<file path="config.mk">
export PLATFORM = sky130hd
export DESIGN_NAME = bus_arbiter
export DESIGN_NICKNAME = d
export VERILOG_FILES = /design/src/rtl/bus_pkg.sv /design/src/rtl/rr_select.sv /design/src/rtl/bus_arbiter.sv
export SDC_FILE = /design/constraint.sdc
export NUM_CORES = 1
export LEC_CHECK = 0
export CAP_MARGIN = 20
export CORE_AREA = 2 2 39 41
export CTS_CLUSTER_SIZE = 16
export DETAILED_ROUTE_END_ITERATION = 7
export DIE_AREA = 0 0 41 43
export PLACE_DENSITY = 0.45
export RECOVER_POWER = 100
export SLEW_MARGIN = 25
export SYNTH_ARGS = -nofsm -noshare
export SYNTH_HDL_FRONTEND = slang
export SYNTH_SLANG_ARGS = --single-unit
</file>
<file path="constraint.sdc">
create_clock -name clk -period 2.2 [get_ports clk]
set_input_delay 0.33 -clock clk [delete_from_list [all_inputs] [get_ports clk]]
set_output_delay 0.33 -clock clk [all_outputs]
set_load 0.05 [all_outputs]
</file>
<file path="src/rtl/bus_pkg.sv">
// Shared serial-bus definitions: arbiter FSM states, master-id width helper,
// and the data/address widths used by the masters and the slaves.
package bus_pkg;

  localparam int DATA_WIDTH = 32;
  localparam int ADDR_WIDTH = 16;

  typedef enum logic [1:0] {
    ARB_IDLE    = 2'd0,
    ARB_GRANT   = 2'd1,
    ARB_RELEASE = 2'd2
  } arb_state_t;

  // Width of a master index; never narrower than one bit.
  function automatic int MASTER_ID_W(input int n);
    return (n > 1) ? $clog2(n) : 1;
  endfunction

endpackage

</file>
<file path="src/rtl/rr_select.sv">
// Combinational round-robin pick: first requester found scanning upward
// from (last_owner + 1) mod MASTERS.
module rr_select
  import bus_pkg::*;
#(
  parameter int  MASTERS = 2,
  localparam int ID_W    = MASTER_ID_W(MASTERS)
) (
  input  logic [MASTERS-1:0] req,
  input  logic [ID_W-1:0]    last_owner,
  output logic [ID_W-1:0]    winner,
  output logic               valid
);

  logic [ID_W-1:0]    cand [MASTERS];
  logic [MASTERS-1:0] cand_req;

  // cand[k] is the master examined at search position k.
  genvar gi;
  generate
    for (gi = 0; gi < MASTERS; gi++) begin : g_cand
      assign cand[gi]     = ID_W'((int'(last_owner) + 1 + gi) % MASTERS);
      assign cand_req[gi] = req[cand[gi]];
    end
  endgenerate

  always_comb begin
    winner = '0;
    valid  = 1'b0;
    for (int i = MASTERS - 1; i >= 0; i--) begin
      if (cand_req[i]) begin
        winner = cand[i];
        valid  = 1'b1;
      end
    end
  end

endmodule

</file>
<file path="src/rtl/bus_arbiter.sv">
// Round-robin owner of the shared serial slave bus with a one-cycle turnaround.
// Define BUS_ARB_TIMEOUT_EN to bound each grant to HOLD_MAX cycles.
module bus_arbiter
  import bus_pkg::*;
#(
  parameter int MASTERS  = 2,
  parameter int HOLD_MAX = 256
) (
  input  logic                       clk,
  input  logic                       rstN,
  input  logic [MASTERS-1:0]         arbSend,
  output logic [MASTERS-1:0]         arbCont,
  output logic [$clog2(MASTERS)-1:0] owner,
  output logic                       busy,
  output logic                       timeout
);

  localparam int              ID_W       = MASTER_ID_W(MASTERS);
  localparam logic [ID_W-1:0] LAST_RESET = ID_W'(MASTERS - 1);

  generate
    if (MASTERS < 2 || MASTERS > 4 || HOLD_MAX < 1) begin : g_param_check
      $error("bus_arbiter: MASTERS must be 2..4 and HOLD_MAX at least 1");
    end
  endgenerate

  arb_state_t      state_reg, state_next;
  logic [ID_W-1:0] owner_reg, owner_next;
  logic [ID_W-1:0] last_owner_reg, last_owner_next;
  logic [ID_W-1:0] rr_winner;
  logic            rr_valid;
  logic            hold_expire;

  rr_select #(.MASTERS(MASTERS)) u_rr_select (
    .req        (arbSend),
    .last_owner (last_owner_reg),
    .winner     (rr_winner),
    .valid      (rr_valid)
  );

`ifdef BUS_ARB_TIMEOUT_EN
  localparam int HOLD_W = $clog2(HOLD_MAX + 1);

  logic [HOLD_W-1:0] hold_cnt_reg;
  logic              timeout_reg;

  // Expire while the count is one short so the grant lasts exactly HOLD_MAX cycles.
  assign hold_expire = (hold_cnt_reg == HOLD_W'(HOLD_MAX - 1));

  always_ff @(posedge clk or negedge rstN) begin
    if (!rstN) begin
      hold_cnt_reg <= '0;
      timeout_reg  <= 1'b0;
    end else begin
      hold_cnt_reg <= (state_reg == ARB_GRANT) ? hold_cnt_reg + 1'b1 : '0;
      timeout_reg  <= (state_reg == ARB_GRANT) && arbSend[owner_reg] && hold_expire;
    end
  end

  assign timeout = timeout_reg;
`else
  assign hold_expire = 1'b0;
  assign timeout     = 1'b0;
`endif

  always_comb begin
    state_next      = state_reg;
    owner_next      = owner_reg;
    last_owner_next = last_owner_reg;
    case (state_reg)
      ARB_IDLE: begin
        if (rr_valid) begin
          state_next = ARB_GRANT;
          owner_next = rr_winner;
        end
      end
      ARB_GRANT: begin
        if (!arbSend[owner_reg] || hold_expire) begin
          state_next      = ARB_RELEASE;
          last_owner_next = owner_reg;
        end
      end
      ARB_RELEASE: state_next = ARB_IDLE;
      default:     state_next = ARB_IDLE;
    endcase
  end

  always_ff @(posedge clk or negedge rstN) begin
    if (!rstN) begin
      state_reg      <= ARB_IDLE;
      owner_reg      <= '0;
      last_owner_reg <= LAST_RESET;
    end else begin
      state_reg      <= state_next;
      owner_reg      <= owner_next;
      last_owner_reg <= last_owner_next;
    end
  end

  // Grants decode from registered state only, keeping arbSend off the output path.
  genvar gi;
  generate
    for (gi = 0; gi < MASTERS; gi++) begin : g_cont
      assign arbCont[gi] = (state_reg == ARB_GRANT) && (owner_reg == ID_W'(gi));
    end
  endgenerate

  assign busy  = (state_reg == ARB_GRANT);
  assign owner = owner_reg;

endmodule
</file>
==> results_dict.tcl <==
set metrics [dict create \
    grt_pass1_wl_um 772 \
    run_status "finished, final reports clean" \
    synth_nets 24 \
    largest_register_ff_count 2 \
    root_buffer "sky130_fd_sc_hd__clkbuf_4" \
    rows 14 \
    die_area_sq_um 1760 \
    cts.path.max_buffers 2 \
    timing_hold_violations_final 0 \
    global_route.overflow_total 0 \
    timing.final.crit_share 0.937 \
    power_per_cell_area_nw_per_um2 1770 \
    worst-slew-pin-transition_ns 0.586 \
    track_usage 0.0654 \
    insertion_delay_to_the_later_sink_of_the_worst_skew_pair_ns 0.24 \
    die_w_um 41 \
    setup_violations 0 \
    placement.cell_area_sq_um 293 \
    reg2reg_from "state_reg[1]$_DFFE_PN0P_" \
    end_kind "output pin" \
    layout-drive-gt1-share 0.167 \
    multi_input_area_sq_um 100 \
    flow.area_growth_from_synthesis_pct 48.2 \
    first_global_vias 199 \
    route.detailed.vias_per_inst 3.74 \
    report.final.slew_viol_count 0 \
    worstPathRequired_ns 1.87 \
    r2r_slack_ns 1.06 \
    synth_area_leaders "sky130_fd_sc_hd__dfrtp_1 35%, sky130_fd_sc_hd__dfstp_2 12%, sky130_fd_sc_hd__a211oi_1 7.1%, sky130_fd_sc_hd__and2_1 5.9%, sky130_fd_sc_hd__mux2i_1 4.7%" \
    cts.repair.resized 0 \
    unrepaired_setup_endpoints_after_global_routing "no" \
    clock-skew-final_ns 0.00835 \
    cts.reportedPaths.clkPinSlew_ns 0.04 \
    synth-seq-area-share 0.476 \
    grt_max_degree 8 \
    synthDominantCellAreaShare 0.353 \
    final_area_sq_um 315 \
    post-route-min-period_ns 2.06 \
    dp_worst_setup_slack_ns 0.383 \
    ff_latch_area_sq_um 101 \
    max-vdd-ir-drop_mv 0.649 \
    synth.distinct_cells 15 \
    drt-wirelength-per-cell_um 9.30 \
    fin_ws_ns 0.139 \
    cp_slowest_stage_delay_ns 0.81 \
    antenna_cells_inserted 0 \
    cts_buffers 3 \
    postCtsSetupBuffers 0 \
    synth.cell_area_sq_um 213 \
    critical_path_arrival_ns 1.73 \
    cts.sinks 4 \
    drtAntennaViolNets 0 \
    slew_headroom 0.611 \
    drv.max_cap_violation_count 0 \
    core_area_sq_um 1380 \
    hold_buffers 0 \
    post_synth.cell_area_avg_sq_um 10.6 \
    drcViolationCount 0 \
    cts_htree_levels 1 \
    cell_chain_critical_path "nand2b_1 -> nor2_1 -> clkdlybuf4s50_1" \
    power.leakage_nw 0.134 \
    die_h_um 43 \
    floorplan.initialDensity 0.154 \
    finalNetCount 35 \
    critPathKind "reg -> out" \
    dpl.hpwl_um 316 \
    boundaryPins 9 \
    gpl.final_weighted_congestion 0.584 \
    fmaxAchievable_mhz 485 \
    yosys_warnings 0 \
    timing.critical_path.slowest_stage_cell "sky130_fd_sc_hd__clkdlybuf4s50_1" \
    n_fill_cell 164 \
    clock_tree_from_tritoncts "done" \
    fin_setup_tns_ns 0 \
    detail_route.wirelength_um 428 \
    worstSetupStartpoint "state_reg[1]$_DFFE_PN0P_" \
    postSynthRegisterBits 4 \
    detailroute.via_count 172 \
    timing.hold.worst.class "in -> async" \
    critPathMaxFanout 5 \
    critPathLaunchType "flip-flop" \
    place.port_buffers 7 \
    drt-pass1-iter-count 1 \
    power_w 0.000558 \
    drt_iter0_markers 0 \
    antenna_found_initial 0 \
    post-synth-top-area-cell "sky130_fd_sc_hd__dfrtp_1" \
    netlist_instances 20 \
]
[through the flow]
stage	utilization	hold slack, ns	instances
after floorplan	-	0.0344	20
after global placement	0.212	0.472	42
after detailed placement	0.212	0.479	42
after CTS	0.231	0.304	46
after global routing	0.228	0.385	46
final	0.228	0.374	46
[Yosys cell counts]
| cell | instances |
|---|---|
| sky130_fd_sc_hd__buf_4 | 1 |
| sky130_fd_sc_hd__or3b_1 | 1 |
| sky130_fd_sc_hd__dfrtp_1 | 3 |
| sky130_fd_sc_hd__mux2i_1 | 1 |
| sky130_fd_sc_hd__a22o_1 | 1 |
| sky130_fd_sc_hd__nor4bb_1 | 1 |
| sky130_fd_sc_hd__a211o_1 | 1 |
| sky130_fd_sc_hd__inv_2 | 1 |
| sky130_fd_sc_hd__o21a_2 | 1 |
| sky130_fd_sc_hd__a211oi_1 | 2 |
| sky130_fd_sc_hd__nand2b_1 | 1 |
| sky130_fd_sc_hd__dfstp_2 | 1 |
| sky130_fd_sc_hd__conb_1 | 1 |
| sky130_fd_sc_hd__nor2_1 | 2 |
| sky130_fd_sc_hd__and2_1 | 2 |
[logic make-up (layout without fill, tap and decap cells)]
group,count (synthesis),in the layout,share of synthesized area
mux,1,1,0.0471
compound gates,5,5,0.194
simple gates,7,7,0.212
buf+inv,2,12,0.0529
flops,4,4,0.476
other cells,1,1,0.0176
[path summary, 6_finish.rpt]
kind | endpoint | cells after the start
hold reg to reg | state_reg[0]$_DFFE_PN0P_ | 1
min in group clk | state_reg[0]$_DFFE_PN0P_ | 1
setup reg to reg | owner$_DFFE_PN0P_ | 2
setup / recovery | arbCont[0] | 3
hold / removal | state_reg[1]$_DFFE_PN0P_ | 1
max in group asynchronous | last_owner_reg$_DFFE_PN1P_ | 1
[per-layer routing]
| layer | wire length, um | vias to the layer above | track usage |
|---|---|---|---|
| li1 | - | 89 | - |
| met1 | 227 | 74 | 0.0874 |
| met2 | 139 | 9 | 0.0781 |
| met3 | 61 | 0 | 0.0366 |
| met4 | 0 | 0 | 0.0400 |
| met5 | 0 | - | 0 |
[cells in the final DEF (no fill, tap or decap), drive strengths merged]
| cell type | count |
|---|---|
| dlygate4sd3 | 3 |
| inv | 1 |
| a22o | 1 |
| nor4bb | 1 |
| dfrtp | 3 |
| or3b | 1 |
| clkdlybuf4s50 | 3 |
| nand2b | 1 |
| conb | 1 |
| mux2i | 1 |
| nor2 | 2 |
| dfstp | 1 |
| o21a | 1 |
| a211oi | 2 |
| and2 | 2 |
| a211o | 1 |
| clkbuf | 5 |
[critical path: cells and delay by family, from the launching register on]
family,cells,cell delay (ns)
buf+inv,1,0.81
flops,1,0.40
simple gates,2,0.29
[power breakdown]
| part | internal (W) | total [W] | switching (W) |
|---|---|---|---|
| Clock | 0.0000681 | 0.0000992 | 0.0000311 |
| Sequential | 0.000111 | 0.000153 | 0.0000422 |
| Combinational | 0.000111 | 0.000305 | 0.000194 |
[layout make-up]
cell class / instances / area share
repair buffers: 7 / 0.202
clock buffers: 4 / 0.0833
inverters: 1 / 0.0119
flip-flops and latches: 4 / 0.321
multi-input cells: 14 / 0.317
well taps: 16 / 0.0635
Note: power is estimated with default switching activity, not from simulation.
